[src/rtl/mxrv_div.sv]
// RV32M divider (DIV/DIVU/REM/REMU): radix-2 restoring on magnitudes, sign fix-up at the end.
// Latency: 33 cycles start-to-ready; with MXRV_DIV_EARLY_OUT_EN, divide-by-zero/signed overflow take 1 cycle.
// Backpressure: none; start_i is ignored unless IDLE, ready_o is a one-cycle pulse, flush_i aborts silently.
module mxrv_div #(
    parameter int DATA_W     = 32,
    parameter int REG_ADDR_W = 5
) (
    input  logic                  clk,
    input  logic                  rst_n,
    input  logic                  start_i,
    input  logic [2:0]            op_i,
    input  logic [DATA_W-1:0]     dividend_i,
    input  logic [DATA_W-1:0]     divisor_i,
    input  logic [REG_ADDR_W-1:0] rd_addr_i,
    input  logic                  flush_i,
    output logic                  busy_o,
    output logic                  ready_o,
    output logic [DATA_W-1:0]     result_o,
    output logic [REG_ADDR_W-1:0] rd_addr_o
);

    localparam int CNT_W = (DATA_W > 1) ? $clog2(DATA_W) : 1;

    localparam logic [1:0] S_IDLE = 2'b00;
    localparam logic [1:0] S_CALC = 2'b01;
    localparam logic [1:0] S_DONE = 2'b10;

    localparam logic [DATA_W-1:0] ONE_W = {{(DATA_W-1){1'b0}}, 1'b1};

    logic [1:0]            state;
    logic [CNT_W-1:0]      cnt;
    logic [DATA_W-1:0]     rem_q;
    logic [DATA_W-1:0]     quo_q;
    logic [DATA_W-1:0]     dvs_q;
    logic                  neg_quo_q;
    logic                  neg_rem_q;
    logic                  rem_sel_q;
    logic                  div_zero_q;
    logic [REG_ADDR_W-1:0] rd_q;

    // funct3 bit 2 is always set for the divide group; the op is fully decoded by bits 1:0.
    logic unused_op;
    assign unused_op = op_i[2];

    logic              op_signed;
    logic              op_rem;
    logic              a_neg;
    logic              b_neg;
    logic [DATA_W-1:0] a_mag;
    logic [DATA_W-1:0] b_mag;
    logic              div_zero_in;

    // Operand decode: magnitudes for signed ops (MIN maps to itself, read as unsigned).
    always_comb begin
        op_signed   = ~op_i[0];
        op_rem      = op_i[1];
        a_neg       = op_signed & dividend_i[DATA_W-1];
        b_neg       = op_signed & divisor_i[DATA_W-1];
        a_mag       = a_neg ? (~dividend_i + ONE_W) : dividend_i;
        b_mag       = b_neg ? (~divisor_i + ONE_W) : divisor_i;
        div_zero_in = (divisor_i == '0);
    end

`ifdef MXRV_DIV_EARLY_OUT_EN
    logic              ovf_in;
    logic              early_in;
    logic [DATA_W-1:0] early_res;

    // Special cases resolved straight from the inputs so they can skip the iteration loop.
    always_comb begin
        ovf_in    = op_signed
                    && (dividend_i == {1'b1, {(DATA_W-1){1'b0}}})
                    && (divisor_i == '1);
        early_in  = div_zero_in | ovf_in;
        early_res = '0;
        if (div_zero_in) begin
            early_res = op_rem ? dividend_i : '1;
        end else begin
            early_res = op_rem ? '0 : dividend_i;
        end
    end
`endif

    logic [DATA_W:0]   rem_sh;
    logic              rem_ge;
    logic [DATA_W-1:0] rem_nx;
    logic [DATA_W-1:0] quo_nx;
    logic [DATA_W-1:0] quo_fix;
    logic [DATA_W-1:0] rem_fix;
    logic [DATA_W-1:0] final_res;

    // One restoring step plus the sign/special-case fix-up used on the last iteration.
    // The compare is one bit wider than the data so the bit shifted out of rem is not lost.
    always_comb begin
        rem_sh = {rem_q, quo_q[DATA_W-1]};
        rem_ge = (rem_sh >= {1'b0, dvs_q});
        rem_nx = rem_ge ? (rem_sh[DATA_W-1:0] - dvs_q) : rem_sh[DATA_W-1:0];
        quo_nx = {quo_q[DATA_W-2:0], rem_ge};

        quo_fix = neg_quo_q ? (~quo_nx + ONE_W) : quo_nx;
        if (div_zero_q) begin
            quo_fix = '1;
        end
        rem_fix   = neg_rem_q ? (~rem_nx + ONE_W) : rem_nx;
        final_res = rem_sel_q ? rem_fix : quo_fix;
    end

    // Control FSM, datapath registers and registered outputs.
    always_ff @(posedge clk) begin
        if (!rst_n) begin
            state      <= S_IDLE;
            cnt        <= '0;
            rem_q      <= '0;
            quo_q      <= '0;
            dvs_q      <= '0;
            neg_quo_q  <= 1'b0;
            neg_rem_q  <= 1'b0;
            rem_sel_q  <= 1'b0;
            div_zero_q <= 1'b0;
            rd_q       <= '0;
            busy_o     <= 1'b0;
            ready_o    <= 1'b0;
            result_o   <= '0;
            rd_addr_o  <= '0;
        end else begin
            ready_o <= 1'b0;
            case (state)
                S_IDLE: begin
                    if (start_i && !flush_i) begin
                        rem_q      <= '0;
                        quo_q      <= a_mag;
                        dvs_q      <= b_mag;
                        neg_quo_q  <= a_neg ^ b_neg;
                        neg_rem_q  <= a_neg;
                        rem_sel_q  <= op_rem;
                        div_zero_q <= div_zero_in;
                        rd_q       <= rd_addr_i;
                        cnt        <= CNT_W'(DATA_W - 1);
                        state      <= S_CALC;
                        busy_o     <= 1'b1;
`ifdef MXRV_DIV_EARLY_OUT_EN
                        if (early_in) begin
                            state     <= S_DONE;
                            busy_o    <= 1'b0;
                            ready_o   <= 1'b1;
                            result_o  <= early_res;
                            rd_addr_o <= rd_addr_i;
                        end
`endif
                    end
                end
                S_CALC: begin
                    if (flush_i) begin
                        state  <= S_IDLE;
                        busy_o <= 1'b0;
                    end else begin
                        rem_q <= rem_nx;
                        quo_q <= quo_nx;
                        if (cnt == '0) begin
                            state     <= S_DONE;
                            busy_o    <= 1'b0;
                            ready_o   <= 1'b1;
                            result_o  <= final_res;
                            rd_addr_o <= rd_q;
                        end else begin
                            cnt <= cnt - CNT_W'(1);
                        end
                    end
                end
                S_DONE: begin
                    state  <= S_IDLE;
                    busy_o <= 1'b0;
                end
                default: begin
                    state  <= S_IDLE;
                    busy_o <= 1'b0;
                end
            endcase
        end
    end

endmodule

[config.mk]
export PLATFORM = sky130hd
export DESIGN_NAME = mxrv_div
export DESIGN_NICKNAME = d
export VERILOG_FILES = /design/src/rtl/mxrv_div.sv
export SDC_FILE = /design/constraint.sdc
export NUM_CORES = 1
export LEC_CHECK = 0
export CAP_MARGIN = 20
export CORE_ASPECT_RATIO = 1.75
export CORE_MARGIN = 5
export CORE_UTILIZATION = 35
export DETAILED_ROUTE_END_ITERATION = 6
export DONT_BUFFER_PORTS = 1
export SLEW_MARGIN = 25
export SYNTH_ARGS = -nofsm -noshare
export SYNTH_HDL_FRONTEND = slang
export SYNTH_SLANG_ARGS = --single-unit
[constraint.sdc]
create_clock -name clk -period 4.7 [get_ports clk]
set_input_delay 0.47 -clock clk [delete_from_list [all_inputs] [get_ports clk]]
set_output_delay 0.47 -clock clk [all_outputs]
set_load 0.01 [all_outputs]
* Word-level counts from Yosys, hierarchy flattened *
Cells that the tools add are included.

operators by class
  add/sub/neg operators = 6
  bitwise logic cells = 11
  mux-type cells = 26
  reductions and logical operators = 12
  eq/ne operators = 5
  $lt $le $gt $ge = 1

operators by type and width
  cell                     number
  $mux W32                 11
  $add A32 B1 Y32 const B  4
  $not A32 Y32             4
  $pmux W32 S2             2
  $ge A33 B32 Y1           1
  $logic_not A32 Y1        1
  $sub A32 B32 Y32         1
  $mux W5                  3
  $pmux W5 S2              1
  $mux W2                  3
  $ne A2 B2 Y1 const B     3
  $reduce_and A3 Y1        2
  $logic_not A5 Y1         1
  $sub A5 B1 Y5 const B    1
  $mux W1                  4
  $not A1 Y1               4
  $pmux W2 S2              1
  $reduce_and A2 Y1        2
  $reduce_and A4 Y1        1
  $ne A3 B3 Y1 const B     1
  $reduce_or A3 Y1         1
  $and A1 B1 Y1            2
  $eq A2 B1 Y1 const B     1
  $logic_not A2 Y1         1
  other kinds (5)          5

word-level totals
  register bits = 151
  output and inout bits = 39
  word-level logic and storage cells = 75

* Logic depth before layout (Yosys ltp) *
Gate-level depths: netlist (run 1).

  depth in word-level cells = 6
  mapped depth = 21
  gate-level depth less buffers = 18

* Worst setup path before layout (run 1) *
No wires, ideal clock.

  path type = reg-to-reg
  from = register dvs_q[1]
  to = register result_o[26]
  setup slack = 0.246 ns
  clock period less this slack = 4.454 ns
  stages on the path, launching flop included = 20
  required time = 4.564 ns
  library setup time = 0.136 ns
  data arrival time = 4.318 ns
  path through = dfxtp_1 -> inv_1 -> ha_1 -> nor2b_1 -> o2111ai_2 -> a211oi_4 -> o2111a_1 -> o21ai_2 -> nand2_1 -> buf_2 -> clkbuf_1 -> mux2i_1 -> ha_1 -> nand3_1 -> a211oi_1 -> a32oi_1 -> nor3_4 -> nand3_1 -> a2111oi_0 -> a211oi_1

on the way
  word-level cells in the longest chain between the ends = 6
  elaborated cells on any way between the ends = 11
  those cells by class = add/sub (3); order compare (1); mux (5); bitwise (2)

RTL lines
  item                                                line      source
  start, declared                                     34        logic [DATA_W-1:0] dvs_q;
  start signal, assigned                              132       dvs_q <= b_mag;
  $sub A32 B32 Y32 or $ge A33 B32 Y1 (tied branches)  97, 96
  $mux W32 or $not A32 Y32 (tied branches)            97, 100
  $not A32 Y32 or $add A32 B1 Y32 (tied branches)     104, 100
  $add A32 B1 Y32 or $mux W32 (tied branches)         104, 100
  $mux W32, on equally long branches                  104, 101
  $mux W32 (*)                                        105       final_res = rem_sel_q ? rem_fix : quo_fix;
  end signal, assigned                                163       result_o <= final_res;
  end, declared                                       18        output logic [DATA_W-1:0] result_o,

Mark *: on every way between the ends. The rest lies on a longest branch, timed or not.
A chain may end at the register's enable or synchronous reset.

* Worst setup path in the final report (run 1) *
  from = register rem_q[2]
  to = register result_o[26]

on the way
  word-level cells in the longest chain between the ends = 6
  elaborated cells on any way between the ends = 11
  those cells by class = add/sub (3); order compare (1); mux (5); bitwise (2)

RTL lines
  item                                                line      source
  start, declared                                     32        logic [DATA_W-1:0] rem_q;
  start signal, assigned                              157       rem_q <= rem_nx;
  $sub A32 B32 Y32 or $ge A33 B32 Y1 (tied branches)  97, 96
  $mux W32 or $not A32 Y32 (tied branches)            97, 100
  $not A32 Y32 or $add A32 B1 Y32 (tied branches)     104, 100
  $add A32 B1 Y32 or $mux W32 (tied branches)         104, 100
  $mux W32, on equally long branches                  104, 101
  $mux W32 (*)                                        105

Marked as above.

==> metrics.md, run 1 <==
| Metric | Value |
|---|---|
| Synth Instances | `between 1000 and 1500` |
| Clock transition at the registers of the reported paths | `~70 ps` |
| Post-layout net count | `1584` |
| DP HPWL | `~28000 um` |
| Initial antenna violation count | `1` |
| Post-synth EDFFs | `0` |
| Footprint of the multi-input gates | `7520 um^2` |
| Maximum fanout along the worst path | `8` |
| Worst Tran Pin Value | `between 900 and 1000 ps` |
| Largest net degree at the start of global routing | `68` |
| Req. time, crit path | `roughly 5000 ps` |
| Hold Vio Cnt, Final | `0` |
| Type of the most critical hold path | `in -> reg` |
| Vias in the first global route | `between 10000 and 15000` |
| Slew Viols, Final | `0` |
| R2R Path Start | `rem_q[2]` |
| Run status | `finished clean` |
| Area grow syn2layout | `10.3%` |
| DR iter-0 viols | `550` |
| DR vias/cell | `roughly 5.7` |
| Yosys warns | `0` |
| Post-CTS Setup Repair Bufs | `0` |
| PwrDens | `between 200 and 300 nW/um^2` |
| Setup-failing EPs final | `0` |
| # IOs | `between 100 and 150` |
| Dpl ws | `245 ps` |
| TritonRoute pass-1 iters | `5` |
| Final setup skew | `about 10 ps` |
| Final Util | `0.389` |
| Global-route wire length before repair | `55900 um` |
| Full die area | `between 30000 and 40000 um^2` |
| Buffers on Ports | `0` |
| Fill cells | `approximately 3300` |
| Minimum clock period | `4420 ps` |
| DRC errors left | `0` |
| Final GP Congestion | `slightly above 0.9` |
| Final Worst Setup Slack | `about 280 ps` |
| CTS root buf | `clkbuf_16` |
| Syn nets | `~1600` |
| Share of layout cells above drive strength 1 | `0.0897` |
| Worst VDD drop | `between 200 and 300 uV` |
| # clock sinks | `150` |
| Synth unique cells | `between 80 and 90` |
| Reg area | `about 3000 um^2` |
| Overflow left after global routing | `0` |
| CTS tree | `done` |
| Tot Pwr | `3600 uW` |
| CP Capture Type | `flip-flop` |
| Sequential fraction of the synthesis area | `0.271` |
| Global-route usage over all layers | `0.200` |
| Cell Rows | `86` |
| H-tree levels | `4` |
| Asr flop ratio synth | `0` |
| Post-route ant nets | `0` |
| Register bit total from synthesis | `150` |
| Area of the core | `31400 um^2` |
| Initial core utilization | `0.353` |
| Period utilization | `0.941` |
| WS Path Type | `reg -> reg` |
| Total Wirelength | `between 30000 and 40000 um` |
| Critical path origin | `rem_q[2]` |
| Hold Path Origin | `rst_n` |
| Die Y | `roughly 250 um` |
| Max-cap violations | `0` |
| Die X | `roughly 140 um` |
| Prevailing post-synth register cell | `dfxtp_1` |
| Post-CTS sizing | `0` |
| Startpoint types | `flip-flop` |
| Clock Latency Late Sink | `between 400 and 500 ps` |
| Hold Buf Count CTS | `0` |
| Rel. slew slack | `0.362` |
| Synthesized cell area | `11100 um^2` |
| Leak | `approximately 0.0046 uW` |
| Critical path arrival | `approximately 4700 ps` |
| Routed WL per cell | `between 15 and 20 um` |
| Max frequency | `0.226 GHz` |
| Clk buf depth | `2` |
| Syn avg cell area | `~7.5 um^2` |
| CTS Buf Count | `17` |
| Via count | `roughly 11000` |
synthesized netlist by cell type, drive strengths merged (6+ instances only):
cell type | n | area share
nor3 | 33 | 0.017
o211ai | 9 | 0.0066
mux2 | 6 | 0.0061
inv | 59 | 0.020
and3 | 10 | 0.0056
nand2b | 11 | 0.0062
clkbuf | 73 | 0.025
a22oi | 15 | 0.010
nor2b | 8 | 0.0045
o31ai | 26 | 0.019
or3 | 15 | 0.0085
or4 | 14 | 0.0095
and2 | 8 | 0.0047
o41ai | 14 | 0.012
nor2 | 220 | 0.075
xnor2 | 67 | 0.053
nor4 | 17 | 0.011
dfxtp | 150 | 0.27
buf | 14 | 0.0068
a21o | 16 | 0.011
mux2i | 15 | 0.014
o221ai | 10 | 0.0079
nand4 | 11 | 0.0062
nand3 | 23 | 0.010
xor2 | 60 | 0.047
a311oi | 11 | 0.010
a21oi | 141 | 0.064
ha | 38 | 0.043
a211oi | 73 | 0.052
o31a | 7 | 0.0055
o21a | 7 | 0.0047
a31oi | 12 | 0.0081
a221oi | 14 | 0.013
or2 | 6 | 0.0034
nand2 | 135 | 0.046
o21ai | 83 | 0.038
worst max-delay path: stages, from the launching register on:
cell and delay (ps):
dfxtp_1 360, ha_1 490, nand2_1 130, nor4_1 320, nand3_1 180, o31a_1 330
o21a_1 120, nand2_1 240, mux2i_1 290, ha_1 210, nand3_1 70, a211oi_1 290
a32oi_1 210, nor3_4 340, nand3_1 160, a2111oi_0 460, a211oi_1 80
final cells by class:
cell class | count | area share
multi-input cells | 1186 | 0.615
flip-flops and latches | 150 | 0.246
well taps | 396 | 0.0405
clock buffers | 17 | 0.0348
repair buffers | 54 | 0.0332
inverters | 60 | 0.0185
clock inverters | 15 | 0.0118
diodes | 1 | 0.000205
report_power, final:
group	total (uW)	switching (uW)	internal, uW
logic	871	538	333
clock network	1350	609	739
registers	1380	53.5	1320
placed cells by master (no fill, tap or decap), drive strengths merged, types with 5 or more instances in the layout:
master / n
a211oi: 73
a31oi: 12
nor2b: 8
nor4: 17
nand4: 11
o221ai: 10
o41ai: 14
mux2i: 15
clkinv: 5
a21o: 16
clkbuf: 17
or3: 15
nand2: 135
or4: 14
o211ai: 9
and3: 10
and2: 8
or2: 6
dfxtp: 150
inv: 65
nor3: 33
mux2: 6
xor2: 60
buf: 54
ha: 38
nand2b: 11
xnor2: 67
nand3: 23
a311oi: 11
a22oi: 15
nor2: 220
a21oi: 141
o21a: 7
o31a: 7
o31ai: 26
a221oi: 14
o21ai: 83
metal layers:
metal / GRT usage / part of all wire / vias to the layer above
met1: 0.213 / 0.38 / 4963
met3: 0.0440 / 0.054 / 93
met5: 0 / 0 / -
met4: 0.106 / 0.051 / 0
met2: 0.358 / 0.52 / 281
li1: - / - / 5378
cells by family after synthesis:
| kind of cell | synth area share |
|---|---|
| AOI/OAI and AO/OA | 0.295 |
| adders and majority gates | 0.0447 |
| and+or+nand+nor | 0.217 |
| DFF | 0.271 |
| buffers and inverters | 0.0518 |
| muxes | 0.0200 |
| xor gates and xnor gates | 0.100 |
final timing paths:
path,slack [ps],cells after the start,to
worst max-delay path,280,16,result_o[26]
worst min-delay path,140,1,rem_q[5]
worst max register to register,280,16,result_o[26]
worst min register to register,450,2,rd_addr_o[3]
per-stage QoR:
| stage | hold slack [ps] | std cells | TNS, ps | area [um^2] |
|---|---|---|---|---|
| 5_1_grt | 134 | 1878 | -6.36 | 12200 |
| 3_5_place_dp | 444 | 1845 | 0 | 11600 |
| 2_1_floorplan | 432 | 1483 | 0 | 11100 |
| 3_3_place_gp | 435 | 1845 | 0 | 11600 |
| 4_1_cts | 120 | 1877 | 0 | 12200 |
| 6_report | 141 | 1879 | 0 | 12200 |
sequential cells by signal, summed over array words and instances, names as in the netlist, 2 cells and up:
signal,count
rd_addr_o,5
cnt,5
rem_q,32
rd_q,5
dvs_q,32
quo_q,32
state,2
result_o,32
Note: power is estimated with default switching activity, not from simulation.
==> run 2, diff against run 1 <==
Settings changed: CORE_UTILIZATION 35 to 53, PLACE_DENSITY_LB_ADDON set to 0.12.
==> run 2 against run 1 <==
Setup slack better by 38 ps. Critical endpoint unchanged. Maximum frequency up 0.86%. First-iteration DRC count up 5.3%. Sequential share of layout area up 0.41 points. Via count up 0.10%. Final cell count down 8.0%. Critical path depth unchanged. Core utilization up 19 points. Clock skew down 0.51 ps.
==> metrics.md, run 2 (synthesized netlist as in run 1, its figures left out) <==
| Metric | Value |
|---|---|
| Run status | `finished clean` |
| Type of the most critical hold path | `in -> reg` |
| Footprint of the multi-input gates | `7530 um^2 (about the same)` |
| Global-route wire length before repair | `54200 um (-3.0%)` |
| Period utilization | `0.933 (-0.00806)` |
| DR iter-0 viols | `579 (+5.3%)` |
| Overflow left after global routing | `0 (unchanged)` |
| Initial antenna violation count | `0 (-1)` |
| Area grow syn2layout | `8.55%` |
| Hold Vio Cnt, Final | `0 (unchanged)` |
| Clock transition at the registers of the reported paths | `70 ps (about the same)` |
| Final setup skew | `9.59 ps (-0.510 ps)` |
| Diodes inserted | `0 (-1)` |
| Worst VDD drop | `247 uV (-6.5%)` |
| Full die area | `24000 um^2 (-32%)` |
| Buffers on Ports | `0 (unchanged)` |
| Hold Path Origin | `rst_n` |
| Critical path origin | `rem_q[6]` |
| Cells after DPL | `1697 (-8.0%)` |
| Hold slack | `145 ps (+3.89 ps)` |
| CP cell instances | `ha_1, nand2_1, nor4_2, nand3_1, o31a_1, o21a_1, nand2_1, mux2i_1, ha_1, nand3_1, a211oi_1, a32oi_1, nor3_4, nand3_1, a2111oi_0, a211oi_1` |
| Crit path largest cell delay | `430 ps (-60 ps)` |
| Share of layout cells above drive strength 1 | `0.0873 (-0.00240)` |
| Area of the core | `20800 um^2 (-34%)` |
| CTS root buf | `clkbuf_16` |
| Final Util | `0.579 (+0.190)` |
| CP dominant cell by count | `nand3_1` |
| Worst Tran Pin Value | `925 ps (-24.8 ps)` |
| PwrDens | `297 nW/um^2 (+1.1%)` |
| Post-layout net count | `1579 (-0.32%)` |
| Post-Place Cell Area | `11400 um^2 (-1.7%)` |
| Final cell count without fillers | `1729 (-8.0%)` |
| Final GP Congestion | `0.923 (-0.84%)` |
| R2R Path Start | `rem_q[6]` |
| Fin Setup TNS | `0 ps (unchanged)` |
| CP Capture Type | `flip-flop` |
| Clk buf depth | `2 (unchanged)` |
| Req. time, crit path | `5010 ps (about the same)` |
| Critical path arrival | `4700 ps (-40 ps)` |
| CTS Buf Count | `17 (unchanged)` |
| DRC errors left | `0 (unchanged)` |
| Routed WL per cell | `19.3 um (+2.8%)` |
| Slew Viols, Final | `0 (unchanged)` |
| Cell family contributing the most delay on the critical path | `compound AO/OA/AOI/OAI gates` |
| Post-CTS Setup Repair Bufs | `0 (unchanged)` |
| Post-CTS sizing | `0 (unchanged)` |
| CP bufs+invs | `0 (unchanged)` |
| Vias in the first global route | `10530 (+0.43%)` |
| Die X | `119 um (-17%)` |
| Initial core utilization | `0.534 (+0.181)` |
| Via count | `10726 (+0.10%)` |
| Max frequency | `0.228 GHz (+0.86%)` |
| TritonRoute pass-1 iters | `6 (+1)` |
| Clock Latency Late Sink | `440 ps (about the same)` |
| Startpoint types | `flip-flop` |
| Maximum fanout along the worst path | `8 (unchanged)` |
| Commonest non-fill, non-tap cell in the layout | `nor2_1` |
| Largest net degree at the start of global routing | `86 (+26%)` |
| DR vias/cell | `6.20 (+8.8%)` |
| RSZ-0062 raised after global routing | `no` |
| Global-route usage over all layers | `0.276 (+0.0762)` |
| Rel. slew slack | `0.383 (+0.0208)` |
| Commonest cells after routing, fill and taps aside | `218 x nor2_1, 150 x dfxtp_1, 140 x a21oi_1, 135 x nand2_1, 77 x o21ai_0` |
| Crit path max-delay cell type | `a2111oi_0` |
| Minimum clock period | `4380 ps (-37.9 ps)` |
| Cell Rows | `70 (-19%)` |
| # clock sinks | `150 (unchanged)` |
| DP HPWL | `25400 um (-8.8%)` |
| Fill cells | `2047 (-38%)` |
| Max-cap violations | `0 (unchanged)` |
| CTS tree | `done` |
| Total Wirelength | `33300 um (-5.4%)` |
| Post-route ant nets | `0 (unchanged)` |
| # IOs | `115 (unchanged)` |
| Die Y | `201 um (-18%)` |
| Leak | `0.00456 uW (-0.40%)` |
| H-tree levels | `4 (unchanged)` |
| Final instance area | `12000 um^2 (-1.6%)` |
| WS Path Type | `reg -> reg` |
| Setup-failing EPs final | `0 (unchanged)` |
| Hold Buf Count CTS | `0 (unchanged)` |
| Reg area | `3000 um^2 (unchanged)` |
## run 2: metrics by stage
stage                     setup slack (ps)  total power, uW
after floorplan                        246             2030
after detailed placement              14.4             2250
after CTS                             4.25             3600
after global placement                48.6             2250
after global routing                  29.6             3750
final                                  316             3580
## run 2: worst paths after layout
kind | depth (start not counted) | to | slack [ps]
min reg2reg | 2 | rem_sel_q | 450
min | 1 | rem_q[13] | 150
max | 16 | result_o[26] | 320
max reg2reg | 16 | result_o[26] | 320
## run 2: cell type report
cell class                      instances  share of cell area
Timing Repair Buffer                   49              0.0316
Clock inverter                         15              0.0122
Clock buffer                           17              0.0354
Tap cell                              252              0.0262
Multi-Input combinational cell       1186               0.626
Sequential cell                       150               0.250
Inverter                               60              0.0188
## run 2: per-layer routing
layer | vias to the layer above | share of wire | GRT usage
met2 | 306 | 0.52 | 0.502
li1 | 5354 | - | -
met3 | 80 | 0.059 | 0.0557
met5 | - | 0 | 0
met1 | 4986 | 0.38 | 0.306
met4 | 0 | 0.039 | 0.123
## run 2: report_power, final
part,leakage [uW],internal [uW],total [uW],switching (uW)
Sequential,0.00122,1320,1380,54.2
Combinational,0.00307,328,864,536
Clock,0.000269,739,1330,595
Total,0.00456,2390,3580,1190
==> run 3, diff against run 2 <==
Settings changed: PLACE_DENSITY set to 0.81, PLACE_DENSITY_LB_ADDON 0.12 to unset.
==> run 3 against run 2 <==
Largest power group is now clock. Non-clock buffer count up 8. Routed wire length up 3.8%. Largest cell class unchanged. Final cell count up 0.40%. Core utilization up 0.39 points. Flip-flop and latch count unchanged. Clock-buffer cell count unchanged. Global-route usage up 0.69 points. Combinational power up 2.7%.
==> metrics.md, run 3 (synthesized netlist as in run 1, its figures left out) <==
| Metric | Value |
|---|---|
| Max-cap violations | `0 (unchanged)` |
| Rel. slew slack | `0.377 (-0.00629)` |
| DP HPWL | `26600 um (+4.8%)` |
| Post-layout net count | `1587 (+0.51%)` |
| CP Capture Type | `flip-flop` |
| Crit path largest cell delay | `420 ps (about the same)` |
| DR iter-0 viols | `814 (+41%)` |
| Clk buf depth | `2 (unchanged)` |
| Clock Latency Late Sink | `440 ps (about the same)` |
| Global-route wire length before repair | `55300 um (+2.0%)` |
| Period utilization | `0.937 (+0.00412)` |
| Final Util | `0.583 (+0.00392)` |
| Hold slack | `160 ps (+15.3 ps)` |
| Die Y | `201 um (unchanged)` |
| Max frequency | `0.227 GHz (-0.44%)` |
| Vias in the first global route | `10896 (+3.5%)` |
| PwrDens | `303 nW/um^2 (+1.9%)` |
| Critical path arrival | `4780 ps (+80 ps)` |
| Share of layout cells above drive strength 1 | `0.0916 (+0.00431)` |
| Commonest cells after routing, fill and taps aside | `218 x nor2_1, 150 x dfxtp_1, 140 x a21oi_1, 134 x nand2_1, 77 x o21ai_0` |
| Initial antenna violation count | `0 (unchanged)` |
| TritonRoute pass-1 iters | `7 (+1)` |
| Reg area | `3000 um^2 (unchanged)` |
| Die X | `119 um (unchanged)` |
| RSZ-0062 raised after global routing | `no` |
| Minimum clock period | `4400 ps (+19.4 ps)` |
| DRC errors left | `0 (unchanged)` |
| CTS root buf | `clkbuf_16` |
| Global-route usage over all layers | `0.283 (+0.00690)` |
| Post-Place Cell Area | `11500 um^2 (+0.33%)` |
| Commonest non-fill, non-tap cell in the layout | `nor2_1` |
| Footprint of the multi-input gates | `7530 um^2 (unchanged)` |
| Worst VDD drop | `239 uV (-3.5%)` |
| DR vias/cell | `6.38 (+2.8%)` |
| Fill cells | `1882 (-8.1%)` |
| Final instance area | `12100 um^2 (+0.68%)` |
| Overflow left after global routing | `0 (unchanged)` |
| Area of the core | `20800 um^2 (unchanged)` |
| Post-route ant nets | `0 (unchanged)` |
| Diodes inserted | `0 (unchanged)` |
| Clock transition at the registers of the reported paths | `70 ps (about the same)` |
| Initial core utilization | `0.534 (unchanged)` |
| WS Path Type | `reg -> reg` |
| Leak | `0.00462 uW (+1.4%)` |
| Crit path max-delay cell type | `a211oi_4` |
| # clock sinks | `150 (unchanged)` |
| Hold Vio Cnt, Final | `0 (unchanged)` |
| Cell Rows | `70 (unchanged)` |
| Via count | `11075 (+3.3%)` |
| Final setup skew | `7.39 ps (-2.20 ps)` |
| Maximum fanout along the worst path | `6 (-2)` |
| Run status | `finished clean` |
| Fin Setup TNS | `0 ps (unchanged)` |
| Final GP Congestion | `0.981 (+6.3%)` |
| Routed WL per cell | `19.9 um (+3.4%)` |
| Startpoint types | `flip-flop` |
| CTS Buf Count | `17 (unchanged)` |
| Req. time, crit path | `5070 ps (+60 ps)` |
| CTS tree | `done` |
| Full die area | `24000 um^2 (unchanged)` |
| CP cell instances | `ha_1, nor2b_1, o2111ai_2, a211oi_4, o2111a_1, o21ai_2, nand2_2, mux2i_1, ha_1, nand3_1, a211oi_1, a32oi_1, nor3_4, buf_4, nor3_1, a311oi_1, buf_4, a22o_1` |
| Buffers on Ports | `0 (unchanged)` |
| # IOs | `115 (unchanged)` |
| Type of the most critical hold path | `in -> reg` |
| Total Wirelength | `34600 um (+3.8%)` |
| Largest net degree at the start of global routing | `97 (+13%)` |
| Setup-failing EPs final | `0 (unchanged)` |
| Slew Viols, Final | `0 (unchanged)` |
| Area grow syn2layout | `9.28%` |
| Tot Pwr | `3670 uW (+2.6%)` |
| Worst Tran Pin Value | `935 ps (+9.43 ps)` |
| H-tree levels | `4 (unchanged)` |
[run 3: layout make-up]
class                           count  share of cell area
Sequential cell                   150               0.248
Timing Repair Buffer               57              0.0364
Clock inverter                     14              0.0138
Clock buffer                       17              0.0351
Tap cell                          252              0.0260
Multi-Input combinational cell   1186               0.622
Inverter                           60              0.0187
[run 3: metal layers]
metal	vias up	track usage	wire, um
met5	-	0	0
met4	0	0.229	3130
met3	133	0.0503	1840
met2	428	0.507	17600
met1	5147	0.280	12000
li1	5367	-	-
[run 3: worst max-delay path, delay by kind of cell, from the launching register on]
family | cells | cell delay, ps
compound gates | 8 | 1920
fa+ha+maj | 2 | 550
buf+inv | 2 | 340
flops | 1 | 400
mux | 1 | 310
simple gates | 5 | 800
[run 3: timing repair]
item / CTS / global route
hold buffers: 0 / 0
setup endpoints to repair: 0 / 8
resized for setup: 0 / 3
buffers inserted: 0 / 3
[run 3: through the flow]
stage	worst slack [ps]	cells
after global routing	5.73	1736
after CTS	44.6	1733
final	297	1736
after floorplan	246	1483
after global placement	363	1702
after detailed placement	187	1702
[run 3: final timing paths]
kind	start	to	slack, ps	depth (start not counted)
min reg2reg	rd_q[3]	rd_addr_o[3]	460	2
min	rst_n	rem_q[13]	160	1
max reg2reg	rem_q[0]	result_o[18]	300	18
max	rem_q[0]	result_o[18]	300	18
[run 3: power breakdown]
| group | switching (uW) | internal, uW | total, uW |
|---|---|---|---|
| Clock | 606 | 798 | 1400 |
| Sequential | 53.8 | 1320 | 1380 |
| Combinational | 549 | 338 | 887 |
